--- src/rtl/layer_sched_pkg.sv ---
// Shared types and defaults for the layer scheduler: FSM state encoding,
// queued command layout and parameter defaults.
package globals_sv;

  localparam int unsigned DEPTH_DEF = 4;
  localparam int unsigned TO_W_DEF  = 16;

  typedef enum logic [2:0] {
    S_IDLE   = 3'd0,
    S_LOAD   = 3'd1,
    S_START  = 3'd2,
    S_WAIT   = 3'd3,
    S_GAP    = 3'd4,
    S_REPORT = 3'd5
  } state_e;

  typedef struct packed {
    logic       sel;
    logic [3:0] rpt;
  } cmd_t;

  // Number of runs a command asks for; one wider than rpt so 16 fits.
  function automatic logic [4:0] runs_target(input logic [3:0] rpt);
    return {1'b0, rpt} + 5'd1;
  endfunction

endpackage

--- src/rtl/layer_sched_cmd_fifo.sv ---
// Synchronous command FIFO, DEPTH entries of cmd_t, with a flush that
// outranks push and pop.
module cmd_fifo
  import globals_sv::*;
#(
  parameter int unsigned DEPTH = DEPTH_DEF
) (
  input  logic ck,
  input  logic rst,
  input  logic flush_i,
  input  logic push_i,
  input  cmd_t wdata_i,
  input  logic pop_i,
  output cmd_t rdata_o,
  output logic full_o,
  output logic empty_o
);

  localparam int unsigned AW = (DEPTH > 1) ? $clog2(DEPTH) : 1;
  localparam logic [AW:0] FULL_CNT = (AW + 1)'(DEPTH);

  cmd_t          mem_q [DEPTH];
  logic [AW-1:0] wptr_q;
  logic [AW-1:0] rptr_q;
  logic [AW:0]   cnt_q;
  logic          do_push_s;
  logic          do_pop_s;

  assign full_o    = (cnt_q == FULL_CNT);
  assign empty_o   = (cnt_q == '0);
  assign do_push_s = push_i && !full_o && !flush_i;
  assign do_pop_s  = pop_i && !empty_o && !flush_i;
  assign rdata_o   = mem_q[rptr_q];

  always_ff @(posedge ck) begin
    if (do_push_s) begin
      mem_q[wptr_q] <= wdata_i;
    end
  end

  // Pointers wrap naturally because DEPTH is a power of two.
  always_ff @(posedge ck or posedge rst) begin
    if (rst) begin
      wptr_q <= '0;
      rptr_q <= '0;
      cnt_q  <= '0;
    end else if (flush_i) begin
      wptr_q <= '0;
      rptr_q <= '0;
      cnt_q  <= '0;
    end else begin
      if (do_push_s) begin
        wptr_q <= wptr_q + AW'(1);
      end
      if (do_pop_s) begin
        rptr_q <= rptr_q + AW'(1);
      end
      case ({do_push_s, do_pop_s})
        2'b10:   cnt_q <= cnt_q + (AW + 1)'(1);
        2'b01:   cnt_q <= cnt_q - (AW + 1)'(1);
        default: cnt_q <= cnt_q;
      endcase
    end
  end

endmodule

--- src/rtl/layer_sched.sv ---
// Layer scheduler: queues host commands, drives repeated NPU start/done
// handshakes per command with a watchdog, and returns one status record each.
module layer_sched
  import globals_sv::*;
#(
  parameter int unsigned       DEPTH  = DEPTH_DEF,
  parameter int unsigned       TO_W   = TO_W_DEF,
  parameter logic [TO_W-1:0]   TO_MAX = 16'hFFFF
) (
  input  logic       ck,
  input  logic       rst,
  input  logic       cmd_valid,
  output logic       cmd_ready,
  input  logic       cmd_c1_c2_n,
  input  logic [3:0] cmd_rpt,
  input  logic       abort,
  output logic       npu_start,
  output logic       npu_c1_c2_n,
  input  logic       npu_done,
  output logic       busy,
  output logic       sts_valid,
  input  logic       sts_ready,
  output logic       sts_err,
  output logic [4:0] sts_runs
);

  state_e          state_q;
  logic            sel_q;
  logic [3:0]      rpt_q;
  logic [4:0]      run_cnt_q;
  logic [TO_W-1:0] timer_q;
  logic            done_q;
  logic            npu_start_q;
  logic            busy_q;
  logic            sts_valid_q;
  logic            sts_err_q;
  logic [4:0]      sts_runs_q;

  cmd_t            head_s;
  cmd_t            wdata_s;
  logic            full_s;
  logic            empty_s;
  logic            pop_s;
  logic            done_rise_s;
  logic [4:0]      run_cnt_d;
  logic [TO_W-1:0] timer_d;

  assign wdata_s     = '{sel: cmd_c1_c2_n, rpt: cmd_rpt};
  assign cmd_ready   = !full_s;
  assign pop_s       = (state_q == S_LOAD);
  assign done_rise_s = npu_done && !done_q;
  assign run_cnt_d   = run_cnt_q + 5'd1;
  assign timer_d     = timer_q + TO_W'(1);

  assign npu_start   = npu_start_q;
  assign npu_c1_c2_n = sel_q;
  assign busy        = busy_q;
  assign sts_valid   = sts_valid_q;
  assign sts_err     = sts_err_q;
  assign sts_runs    = sts_runs_q;

  cmd_fifo #(.DEPTH(DEPTH)) u_fifo (
    .ck      (ck),
    .rst     (rst),
    .flush_i (abort),
    .push_i  (cmd_valid),
    .wdata_i (wdata_s),
    .pop_i   (pop_s),
    .rdata_o (head_s),
    .full_o  (full_s),
    .empty_o (empty_s)
  );

  // Done history runs in every state so WAIT sees a clean rising edge.
  always_ff @(posedge ck or posedge rst) begin
    if (rst) begin
      done_q <= 1'b0;
    end else begin
      done_q <= npu_done;
    end
  end

  // Scheduler FSM with all outputs registered alongside the state.
  always_ff @(posedge ck or posedge rst) begin
    if (rst) begin
      state_q     <= S_IDLE;
      sel_q       <= 1'b1;
      rpt_q       <= 4'd0;
      run_cnt_q   <= 5'd0;
      timer_q     <= '0;
      npu_start_q <= 1'b0;
      busy_q      <= 1'b0;
      sts_valid_q <= 1'b0;
      sts_err_q   <= 1'b0;
      sts_runs_q  <= 5'd0;
    end else if (abort) begin
      state_q     <= S_IDLE;
      timer_q     <= '0;
      npu_start_q <= 1'b0;
      busy_q      <= 1'b0;
      sts_valid_q <= 1'b0;
    end else begin
      npu_start_q <= 1'b0;
      case (state_q)
        S_IDLE: begin
          if (!empty_s) begin
            state_q <= S_LOAD;
            busy_q  <= 1'b1;
          end
        end
        S_LOAD: begin
          sel_q       <= head_s.sel;
          rpt_q       <= head_s.rpt;
          run_cnt_q   <= 5'd0;
          timer_q     <= '0;
          state_q     <= S_START;
          npu_start_q <= 1'b1;
        end
        S_START: begin
          timer_q <= timer_d;
          state_q <= S_WAIT;
        end
        S_WAIT: begin
          timer_q <= timer_d;
          // A done edge beats a coincident timeout.
          if (done_rise_s) begin
            run_cnt_q <= run_cnt_d;
            if (run_cnt_d == runs_target(rpt_q)) begin
              state_q     <= S_REPORT;
              sts_valid_q <= 1'b1;
              sts_err_q   <= 1'b0;
              sts_runs_q  <= run_cnt_d;
            end else begin
              state_q <= S_GAP;
            end
          end else if (timer_d == TO_MAX) begin
            state_q     <= S_REPORT;
            sts_valid_q <= 1'b1;
            sts_err_q   <= 1'b1;
            sts_runs_q  <= run_cnt_q;
          end else begin
            state_q <= S_WAIT;
          end
        end
        S_GAP: begin
          timer_q     <= '0;
          state_q     <= S_START;
          npu_start_q <= 1'b1;
        end
        S_REPORT: begin
          if (sts_ready) begin
            state_q     <= S_IDLE;
            sts_valid_q <= 1'b0;
            busy_q      <= 1'b0;
          end
        end
        default: begin
          state_q <= S_IDLE;
          busy_q  <= 1'b0;
        end
      endcase
    end
  end

endmodule

--- config.mk ---
export PLATFORM = sky130hd
export DESIGN_NAME = layer_sched
export DESIGN_NICKNAME = d
export VERILOG_FILES = /design/src/rtl/layer_sched_pkg.sv /design/src/rtl/layer_sched_cmd_fifo.sv /design/src/rtl/layer_sched.sv
export SDC_FILE = /design/constraint.sdc
export NUM_CORES = 1
export LEC_CHECK = 0
export ABC_CLOCK_PERIOD_IN_PS = 6600
export BUFFER_PORTS_ARGS = -buffer_cell sky130_fd_sc_hd__clkbuf_2
export CAP_MARGIN = 5
export CORE_MARGIN = 2
export CORE_UTILIZATION = 40
export DETAILED_ROUTE_END_ITERATION = 8
export HOLD_SLACK_MARGIN = 0.15
export PLACE_DENSITY = 0.58
export SYNTH_ARGS = -nofsm -noshare
export SYNTH_HDL_FRONTEND = slang
export SYNTH_SLANG_ARGS = --single-unit
--- constraint.sdc ---
create_clock -name ck -period 6.6 [get_ports ck]
set_clock_uncertainty 0.05 [all_clocks]
set_input_delay 0.33 -clock ck [delete_from_list [all_inputs] [get_ports ck]]
set_output_delay 0.33 -clock ck [all_outputs]
set_load 0.1 [all_outputs]
# Word level (Yosys, flattened, before mapping)
# Memory sizes are Yosys's and may differ from the RTL's. A register that Yosys moved wholly into a read port is not among the register bits.
# Index checks and enable logic that the tools add are counted.
[word_totals]
ram_bits = 20
mem_count = 1
elab_cells = 100
reg_bits = 41
out_inout_bits = 11
[mem_list]
columns = ["name", "words", "width", "rd", "rd_clocked_by_memory_dff", "write_ports", "line", "source"]
rows = [
  ["u_fifo.mem_q", 4, 5, 1, 1, 1, "layer_sched_cmd_fifo.sv:22", "cmd_t mem_q [DEPTH];"],
]
[op_classes]
bitwise = 1
addsub = 7
reduce_logical = 27
muxes = 35
eq_ne = 17
[op_table]
columns = ["cell", "count"]
rows = [
  ["one-hot mux 16 bit (2 select lines)", 1],
  ["two-way mux 5 bit", 4],
  ["two-way mux 3 bit", 6],
  ["adder 16 x 1 -> 16 bit, second input constant", 1],
  ["equality test 16 bit, second input constant", 1],
  ["two-way mux 16 bit", 1],
  ["one-hot mux 3 bit (5 select lines)", 1],
  ["two-way mux 1 bit", 14],
  ["one-hot mux 5 bit (2 select lines)", 1],
  ["equality test 3 bit, second input constant", 3],
  ["nonzero test 3 bit", 3],
  ["two-way mux 2 bit", 4],
  ["!= test 4 bit, second input constant", 2],
  ["AND reduction 4 bit", 2],
  ["nonzero test 2 bit", 4],
  ["equality test 3 x 2 -> 1 bit, second input constant", 2],
  ["logical NOT 3 bit", 2],
  ["!= test 3 bit, second input constant", 2],
  ["one-hot mux 3 bit (2 select lines)", 1],
  ["AND reduction 3 bit", 2],
  ["adder 4 x 1 -> 5 bit, second input constant", 1],
  ["adder 5 x 1 -> 5 bit, second input constant", 1],
  ["equality test 5 bit", 1],
  ["logical AND 1 bit", 5],
  ["15 further kinds", 22],
]

# Logic depth before layout (Yosys ltp)
# Gate-level depths: netlist of run 1.
[depth]
ltp_word = 7
mapped_depth = 10
mapped_depth_nobuf = 9

# Hierarchy
# A second synthesis of run 1 with hierarchy kept.
[hier_totals]
cells_unflattened = 376
hier_area_um2 = 3843.7
[by_module_without_submodules]
columns = ["mod", "cells_each", "area_each_um2", "n_inst"]
rows = [
  ["layer_sched", 285, 2556.2, 1],
  ["cmd_fifo", 91, 1287.5, 1],
]

# Worst setup path before layout of run 1
# OpenSTA, ideal clock, no wires.
[synth_path]
path_type = "register to register"
from = "reg u_fifo.cnt_q[0]"
to = "reg u_fifo.cnt_q[2]"
t_arrival_ns = 2.323
setup_time_ns = 0.132
path_buffers = 0
t_required_ns = 6.418
synth_period_minus_slack_ns = 2.505
path_stages_with_launch = 10
path_slack_ns = 4.095
cell_sequence = "dfrtp_1 -> nor2_1 -> nand2_1 -> nand2_1 -> nand2_1 -> nor2_1 -> fa_1 -> mux2i_1 -> xnor2_1 -> nor2_1"
[synth_between]
elab_chain_cells = 7
word_cells_on_any_way = 15
cone_classes = "add/sub: 2; eq/ne: 3; mux: 2; reduce/logical: 8"
[synth_rtl]
columns = ["element", "line", "source"]
rows = [
  ["start: declaration", "layer_sched_cmd_fifo.sv:25", "logic [AW:0] cnt_q;"],
  ["start signal: assignment", "layer_sched_cmd_fifo.sv:59", "2'b10: cnt_q <= cnt_q + (AW + 1)'(1);"],
  ["start signal: assignment", "layer_sched_cmd_fifo.sv:60", "2'b01: cnt_q <= cnt_q - (AW + 1)'(1);"],
  ["start signal: assignment", "layer_sched_cmd_fifo.sv:61", "default: cnt_q <= cnt_q;"],
  ["equality test 3 bit (*)", "layer_sched_cmd_fifo.sv:29", "assign full_o = (cnt_q == FULL_CNT);"],
  ["logical NOT 1 bit (*)", "--", ""],
  ["named net cmd_ready", "layer_sched.sv:13", "output logic cmd_ready,"],
  ["logical AND 1 bit (*) (2 in series)", "layer_sched_cmd_fifo.sv:31", "assign do_push_s = push_i && !full_o && !flush_i;"],
  ["equality test 2 x 1 -> 1 bit / equality test 2 bit (equally long branches)", "layer_sched_cmd_fifo.sv:58", "case ({do_push_s, do_pop_s})"],
  ["one-hot mux 3 bit (2 select lines)", "layer_sched_cmd_fifo.sv:58", ""],
  ["two-way mux 3 bit", "layer_sched_cmd_fifo.sv:47", "end else if (flush_i) begin"],
]
# The timed path passes the listed nets; every way through them passes the cells marked *.
# A chain may end at the register's enable or synchronous reset.

# Final worst setup path of run 1
[layout_path]
from = "reg timer_q[5]"
to = "reg sts_runs_q[0] (netlist: sts_runs[0])"
[layout_between]
elab_chain_cells = 4
[layout_rtl]
columns = ["element", "line", "source"]
rows = [
  ["start: declaration", "layer_sched.sv:31", "logic [TO_W-1:0] timer_q;"],
  ["start signal: assignment", "layer_sched.sv:120", "timer_q <= timer_d;"],
  ["start signal: assignment", "layer_sched.sv:124", "timer_q <= timer_d;"],
  ["adder 16 x 1 -> 16 bit", "layer_sched.sv:53", "assign timer_d = timer_q + TO_W'(1);"],
  ["equality test 16 bit", "layer_sched.sv:136", "end else if (timer_d == TO_MAX) begin"],
  ["nonzero test 2 bit (no source line)", "--", ""],
  ["AND reduction 4 bit (no source line)", "--", ""],
  ["end signal: assignment", "layer_sched.sv:132", "sts_runs_q <= run_cnt_d;"],
  ["end signal: assignment", "layer_sched.sv:140", "sts_runs_q <= run_cnt_q;"],
  ["end: declaration", "layer_sched.sv:37", "logic [4:0] sts_runs_q;"],
]
# No other way between the ends.

==> impl.org, run 1 <==
** Synth
- The cell area that synthesis handed to floorplanning was 3420 um2.
- Counting flops and latches in the post-synthesis netlist gives 66.
- The number of nets handed over by synthesis was 348.
- Yosys mapped a number of flops with a built-in enable equal to 20.
- After synthesis, the mean cell area works out to 10.4 um2.
- Number of warnings printed during yosys synthesis :: 0
- Unique masters post-synth :: 52
- Of all flip-flops after synthesis, the portion carrying an async set or reset was 69.7%.
- Synthesis handed over a netlist of 328 instances.
- Synth Flop Type :: sky130_fd_sc_hd__dfrtp_1
- Sequential area share after synthesis :: 51.2%

** Global routing
- The number of global-route vias before repair was 2407.
- Total global-route track usage :: 16.8%
- The number of antenna violations at the first check in global routing was 0.
- The first global-routing pass estimated 11700 um of wire.
- Maximum number of pins on one net before global-route repair :: 47
- The total overflow left after global routing is 0.

** Die
- The core region is 8260 um2.
- After floorplanning, the core was divided into 33 placement rows.
- From left edge to right edge, the die measures 96.5 um.
- Io pins :: 22
- The initial utilization of the core area, before any placement, comes to 41.5%.
- The die is 96.5 um tall.
- Overall die area :: 9310 um2

** Timing
- Max-slew violation count :: 0
- Total Negative Setup Slacks :: 0 ns
- Post-Route Hold Slack :: 0.131 ns
- Number of hold-slack violations in the final timing report :: 0
- Counting I/O delays and the setup requirement, the final critical path takes 3.03 ns.
- For the pin with the worst max-slew slack, the measured transition is 1.01 ns.
- Relative slew slack :: 32.7%
- Based on the critical path, the design can be clocked at up to 330 MHz.
- Final clock period utilization by the worst path :: 45.9%
- Setup WS post-layout :: 3.57 ns
- Unrepaired setup endpoints after global routing :: false
- Setup violations remaining at the end of the flow were counted as 0.

** Final layout
- 0 antenna diodes ended up in the layout.
- Net count of the finished layout :: 367
- Synthesis-to-finish area growth :: 12.3%
- After filler insertion, the fill cell instance count of the layout stands at 775.
- Layout cells sized above 1 :: 15.1%

** Clock tree
- Clock latency on the worst-skew pair, taken at its later pin, is 0.34 ns.
- Cts bufs inserted :: 9
- Deepest level of the CTS H-tree :: 3
- Clock transition at the registers of the reported paths :: 0.07 ns
- CTS placed an instance of sky130_fd_sc_hd__clkbuf_8 at the clock tree root.
- Number of buffers between clock root and the deepest sink :: 2
- Once the clock tree was built, the resizer swapped 0 gates to a different size.
- Clock sink count :: 66
- CTS tree :: built

** Critical path
- In this run the worst setup path begins at timer_q[5].
- Register-to-Register Path Depth :: 7
- STA classifies the critical path startpoint as a flop.
- Reg2Reg Capture Point :: sts_runs[0]
- STA puts the critical path data required time at 6.83 ns.
- Critical Path Sink Type :: flop
- The startpoint identified for the worst register-to-register timing path is timer_q[5].
- For flop-to-flop paths, the worst setup slack is 3.57 ns.
- Data arrival time of the worst path :: 3.26 ns
- The critical path is of the flop to flop type.
- Capture point of the worst path :: sts_runs[0]
- Maximum net fanout on the critical path :: 12

** Place
- Routability-driven placement finished with a final weighted congestion of 0.853.
- Placement-stage worst setup slack :: 3.56 ns
- Port buffer count :: 21
- After legalization and detailed placement, the total HPWL measured 4830 um.

** Power
- Power per cell area :: 316 nW/um2
- Leakage power summed over all cells :: 1.48 nW
- Worst ir drop on vdd :: 0.172 mV

** Routing
- Number of nets still failing antenna checks after routing :: 0
- Iteration count of the initial detailed-routing pass :: 4
- For this block, the initial DRC count from the detailed router was 158.
- Summed over all layers, the routed wires come to 6900 um.
- Post-detailed-route wirelength per cell :: 15.1 um
- The detailed router placed 2524 vias in this run.
- Post-DR vias/cell :: 5.52
- Final routed DRC violation total :: 0

** Outcome
- Run status :: complete, no violations

** Worst hold path
- Hold Crit Class :: input port to asynchronous set/reset pin

** Run
- Max-cap viol count :: 0
[logic make-up after synthesis]
family | synth area share, %
mux | 5.81
xor+xnor | 5.77
fa+ha+maj | 3.51
buf+inv | 2.96
flops | 51.2
compound gates | 14.1
simple gates | 16.7
[worst max-delay path, stage by stage, from the launching register on]
cell and delay [ns]:
sky130_fd_sc_hd__dfrtp_1 0.45, sky130_fd_sc_hd__nand3_2 0.17, sky130_fd_sc_hd__or4_4 0.54, sky130_fd_sc_hd__or4_1 0.41
sky130_fd_sc_hd__a21boi_1 0.15, sky130_fd_sc_hd__o221ai_1 0.46, sky130_fd_sc_hd__or4_1 0.63, sky130_fd_sc_hd__nand3b_1 0.09
[worst min-delay path by stage]
| stage | to | cells past startpoint | slack (ns) |
|---|---|---|---|
| 5_1_grt | u_fifo.mem_q[0][2] | 1 | 0.17 |
| 3_3_place_gp | done_q | 1 | 0.42 |
| 2_1_floorplan | done_q | 0 | 0.31 |
| 3_5_place_dp | done_q | 1 | 0.42 |
| 4_1_cts | u_fifo.mem_q[0][0] | 1 | 0.15 |
| 6_report | done_q | 2 | 0.13 |
[power breakdown]
part | switching (mW) | internal [mW]
combinational | 0.210 | 0.124
clock | 0.151 | 0.195
sequential | 0.0628 | 0.471
total | 0.423 | 0.790
[sequential cells by signal, indices dropped and copies added, names as in the netlist]
| register | count |
|---|---|
| state_q | 3 |
| timer_q | 16 |
| u_fifo.wptr_q | 2 |
| u_fifo.mem_q | 20 |
| busy | 1 |
| rpt_q | 4 |
| run_cnt_q | 5 |
| sts_err | 1 |
| sts_valid | 1 |
| u_fifo.cnt_q | 3 |
| npu_start | 1 |
| sts_runs | 5 |
| npu_c1_c2_n | 1 |
| done_q | 1 |
| u_fifo.rptr_q | 2 |
[what timing repair did]
item / CTS / global route
buffers inserted: 0 / 0
hold buffers: 3 / 2
endpoints found under the hold margin: 9 / 3
[layout by cell type (no fill, tap or decap), drive strengths merged, types with 3 or more instances in the layout]
master,n
inv,8
dfrtp,45
dlygate4sd3,5
or4,4
nand4,4
o211ai,3
ha,8
nor3,8
xor2,3
and2,5
and3,3
mux2,5
nor2,31
mux2i,3
clkbuf,33
mux4,5
o41ai,3
nand2b,3
nand3,17
xnor2,17
o31ai,8
edfxtp,20
o21ai,29
a2bb2oi,3
a31oi,3
a21boi,3
a21oi,10
nand2,35
[cells in the mapped netlist, types with 2 or more instances]
library cell / number / area (um2)
sky130_fd_sc_hd__o211ai_1: 3 / 22.5
sky130_fd_sc_hd__edfxtp_1: 20 / 601
sky130_fd_sc_hd__o21a_1: 2 / 15.0
sky130_fd_sc_hd__o31ai_1: 8 / 60.1
sky130_fd_sc_hd__o41ai_1: 3 / 26.3
sky130_fd_sc_hd__nand3_1: 16 / 80.1
sky130_fd_sc_hd__o21ai_0: 29 / 145
sky130_fd_sc_hd__a31oi_1: 3 / 18.8
sky130_fd_sc_hd__a2bb2oi_1: 3 / 26.3
sky130_fd_sc_hd__a22o_1: 2 / 17.5
sky130_fd_sc_hd__nand4_1: 4 / 25.0
sky130_fd_sc_hd__nor3b_1: 2 / 15.0
sky130_fd_sc_hd__and2_1: 5 / 31.3
sky130_fd_sc_hd__clkbuf_1: 15 / 56.3
sky130_fd_sc_hd__a21boi_0: 2 / 15.0
sky130_fd_sc_hd__xnor2_1: 17 / 149
sky130_fd_sc_hd__nand2_1: 35 / 131
sky130_fd_sc_hd__nor2_1: 31 / 116
sky130_fd_sc_hd__a21oi_1: 10 / 50.1
sky130_fd_sc_hd__and3_1: 3 / 18.8
sky130_fd_sc_hd__mux4_2: 5 / 113
sky130_fd_sc_hd__xor2_1: 3 / 26.3
sky130_fd_sc_hd__nand2b_1: 3 / 18.8
sky130_fd_sc_hd__inv_1: 8 / 30.0
sky130_fd_sc_hd__ha_1: 8 / 100
sky130_fd_sc_hd__buf_2: 2 / 10.0
sky130_fd_sc_hd__nor3_1: 8 / 40.0
sky130_fd_sc_hd__mux2i_1: 3 / 30.0
sky130_fd_sc_hd__mux2_2: 5 / 56.3
sky130_fd_sc_hd__dfrtp_1: 45 / 1130
sky130_fd_sc_hd__nor4_1: 2 / 12.5
sky130_fd_sc_hd__or4_1: 3 / 22.5
[per-layer routing]
layer / vias up / part of all wire [%] / global-route usage, %
met4: 0 / 2.2 / 8.10
met2: 47 / 45 / 25.2
met3: 13 / 3.5 / 3.49
li1: 1234 / - / -
met5: - / 0 / 0
met1: 1230 / 49 / 23.1
[metrics by stage]
| step | utilization [%] | cells | cell area (um2) | total power, mW |
|---|---|---|---|---|
| 2_1_floorplan | - | 328 | 3420 | 0.806 |
| 3_3_place_gp | 43.5 | 436 | 3590 | 0.866 |
| 3_5_place_dp | 43.5 | 436 | 3590 | 0.874 |
| 4_1_cts | 46.3 | 455 | 3820 | 1.23 |
| 5_1_grt | 46.6 | 457 | 3840 | 1.29 |
| 6_report | 46.6 | 457 | 3840 | 1.21 |
[final cells by class]
type                       instances  area (um2)  share of cell area, %
inverter                           8        30.0                  0.781
multi-input combinational        236        1570                   40.8
clock buffer                      12         155                   4.04
clock inverter                     4        51.3                   1.33
tap                              105         131                   3.42
timing repair buffer              26         155                   4.04
sequential                        66        1750                   45.6
Note: power is estimated with default switching activity, not from simulation.
==> run 2, diff against run 1 <==
Settings changed: ABC_CLOCK_PERIOD_IN_PS 6600 to 2800.
Clock period 6.6 ns to 2.8 ns, I/O delays scaled along.
==> run 2 against run 1 <==
Effect of this change:
- sequential power grew 130%
- worst setup slack worse by 3.4 ns
- sequential cell count unchanged
- utilization grew 1.6 points
- worst hold slack gained 0.29 ns
- die area is the same
- final area rose by 3.4%
- largest cell class unchanged
- largest power group unchanged
- highest routed layer unchanged
==> impl.org, run 2 (same netlist as run 1, synthesis figures left out) <==
** Global routing
- The sum of overflow across all layers after global routing is 0 (unchanged).
- Antenna violations before repair :: 0 (unchanged)
- Wire length of the first global-routing pass :: 12200 um (was 11700 um)
- Total global-route track usage :: 17.4% (was 16.8%)
- The largest net degree at the start of global routing came to 47 (unchanged).
- Vias in the first global route :: 2521 (was 2407)

** Power
- Part of the total power dissipated in combinational logic :: 29.0% (was 27.5%)
- The design internal power came to 1.84 mW (was 0.790 mW).
- Portion of total power attributed to sequential cells :: 43.7% (was 44.0%)
- Worst ir drop on vdd :: 0.401 mV (was 0.172 mV)
- The leakage power came to 1.55 nW (was 1.48 nW).
- The clock power share came to 27.3% (was 28.5%).
- The power density over the cells came to 719 nW/um2 (was 316 nW/um2).
- The switching fraction of total power was 35.5% (was 34.9%).
- Switching component of the power :: 1.01 mW (was 0.423 mW)

** Timing
- The peak clock frequency supported by timing is 380 MHz (was 330 MHz).
- Minimum period implied by the final worst setup slack :: 2.63 ns (was 3.03 ns)
- The count of endpoints failing setup in the final report is 0 (unchanged).
- The count of final max-slew check failures came to 0 (unchanged).
- Total Negative Setup Slacks :: 0 ns (unchanged)
- Relative slew slack :: 33.6% (was 32.7%)
- The slew at the pin closest to its max-slew limit is 0.994 ns (was 1.01 ns).
- Unrepaired setup endpoints after global routing: false (unchanged).
- Final clock period utilization by the worst path :: 93.9% (was 45.9%)
- The final-report hold violation count was 0 (unchanged).

** Final layout
- Most used cells in the layout excluding fill and tap cells: 45 x sky130_fd_sc_hd__dfrtp_1, 35 x sky130_fd_sc_hd__nand2_1, 31 x sky130_fd_sc_hd__nor2_1 (unchanged).
- Post-route cell area :: 3980 um2 (was 3840 um2)
- Most common cell after layout, fill and taps aside :: sky130_fd_sc_hd__dfrtp_1 (unchanged)
- Registers with the most flip-flops :: u_fifo.mem_q: 20 flops, timer_q: 16 flops (unchanged)
- The number of diodes came to 0 (unchanged).
- The proportion of layout cells with a drive suffix above 1 was 17.3% (was 15.1%).
- The largest register by flop count is u_fifo.mem_q (unchanged).
- Net count of the finished layout :: 385 (was 367)
- Synthesis-to-finish area growth :: 16.1% (was 12.3%)
- The flip-flop count of the largest register after layout was 20 (unchanged).

** Clock tree
- The maximum clock path buffer count was 2 (unchanged).
- Post-CTS setup repair buffer count :: 0 (unchanged)
- The total CTS buffers came to 9 (unchanged).
- The clock net sink count is 66 (unchanged).
- The CTS tree was built (unchanged).
- Deepest level of the CTS H-tree :: 3 (unchanged)
- The clock insertion delay at the later pin of the skew report is 0.35 ns (was 0.34 ns).
- The library cell used as clock root buffer was sky130_fd_sc_hd__clkbuf_8 (unchanged).
- Clock transition at the registers of the reported paths :: 0.07 ns (about the same)

** Routing
- The mean routed wirelength per cell was 15.1 um (about the same).
- Final routed DRC violation total :: 0 (unchanged)
- Iter 0 DRT Violations :: 193 (was 158)
- The detailed-route wire length is 7150 um (was 6900 um).
- Post-DR vias/cell :: 5.35 (was 5.52)
- The number of nets with antenna violations after routing came to 0 (unchanged).
- The number of vias after detailed routing was 2543 (was 2524).
- The number of search-and-repair iterations in the first detailed-routing pass was 4 (unchanged).

** Die
- Initial Util :: 41.5% (unchanged)
- The core region area was 8260 um2 (unchanged).
- Overall die area :: 9310 um2 (unchanged)
- The horizontal die dimension is 96.5 um (unchanged).
- The floorplan die height is 96.5 um (unchanged).
- Io pins :: 22 (unchanged)
- Row count :: 33 (unchanged)

** Worst hold path
- The class of the tightest hold or removal check was input port to flop (was input port to asynchronous set/reset pin).

** Place
- The cell area reported after detailed placement came to 3680 um2 (was 3590 um2).
- The number of buffers inserted by port buffering came to 21 (unchanged).
- The post-DP HPWL was 4830 um (about the same).
- Final weighted congestion of routability-driven global placement :: 0.868 (was 0.853)

** Critical path
- The data arrival time of the critical path was 2.81 ns (was 3.26 ns).
- The largest driver fanout on the critical path was 9 (was 12).
- The worst path required time came to 2.98 ns (was 6.83 ns).
- Crit path launch type :: flop (unchanged)
- Worst setup path category :: flop to flop (unchanged)
- The capturing element type of the critical path is a flop (unchanged).

** Outcome
- Run status: complete, no violations (unchanged).

** Run
- The number of max-capacitance violations reported is 0 (unchanged).
## run 2: final timing paths
kind	start	end	slack (ns)	cells after the start
hold / removal	npu_done	done_q	0.42	2
setup reg to reg	timer_q[6]	sts_runs[2]	0.17	8
max in group asynchronous	rst	timer_q[12]	1.56	3
min in group asynchronous	rst	sts_runs[1]	0.51	3
setup / recovery	timer_q[6]	sts_runs[2]	0.17	8
hold reg to reg	timer_q[10]	timer_q[10]	0.46	1
## run 2: worst max-delay path: stages, from the launching register on
cell,delay (ns)
sky130_fd_sc_hd__dfrtp_1,0.41
sky130_fd_sc_hd__nand3_2,0.15
sky130_fd_sc_hd__or4_4,0.53
sky130_fd_sc_hd__or4_1,0.41
sky130_fd_sc_hd__a21boi_1,0.15
sky130_fd_sc_hd__o221ai_1,0.23
sky130_fd_sc_hd__buf_4,0.24
sky130_fd_sc_hd__mux2i_1,0.12
sky130_fd_sc_hd__a211o_1,0.22
## run 2: power by group through the flow
stage | clock, mW | sequential [mW] | combinational, mW
finish | 0.779 | 1.25 | 0.830
global route | 0.847 | 1.27 | 0.933
CTS | 0.796 | 1.25 | 0.836
detailed placement | 0 | 1.26 | 0.818
global placement | 0 | 1.26 | 0.808
floorplan | 0 | 1.34 | 0.559
## run 2: layout make-up
cell class / instances / area (um2)
Inverter: 8 / 30.0
Sequential cell: 66 / 1750
Timing Repair Buffer: 44 / 305
Multi-Input combinational cell: 236 / 1570
Fill cell: 783 / 4280
Clock buffer: 11 / 131
Clock inverter: 5 / 55.1
Tap cell: 105 / 131
## run 2: timing repair
| item | CTS | global route |
|---|---|---|
| resized for setup | 0 | 0 |
| hold buffers | 11 | 0 |
| hold endpoints to repair | 73 | 0 |
## run 2: through the flow
step / worst slack [ns] / cells / total power [mW] / hold slack, ns / util, %
floorplan: 0.295 / 328 / 1.90 / 0.121 / -
global placement: 0.213 / 448 / 2.07 / 0.226 / 44.5
detailed placement: 0.180 / 448 / 2.08 / 0.229 / 44.5
CTS: 0.162 / 475 / 2.88 / 0.406 / 48.1
global route: 0.0442 / 475 / 3.05 / 0.432 / 48.1
finish: 0.171 / 475 / 2.86 / 0.421 / 48.1
## run 2: layer usage
layer | track usage (%) | part of all wire [%] | vias to the layer above
met5 | 0 | 0 | -
met4 | 6.81 | 1.8 | 0
met3 | 3.65 | 3.7 | 10
met2 | 26.6 | 44 | 47
met1 | 24.2 | 50 | 1220
li1 | - | - | 1266
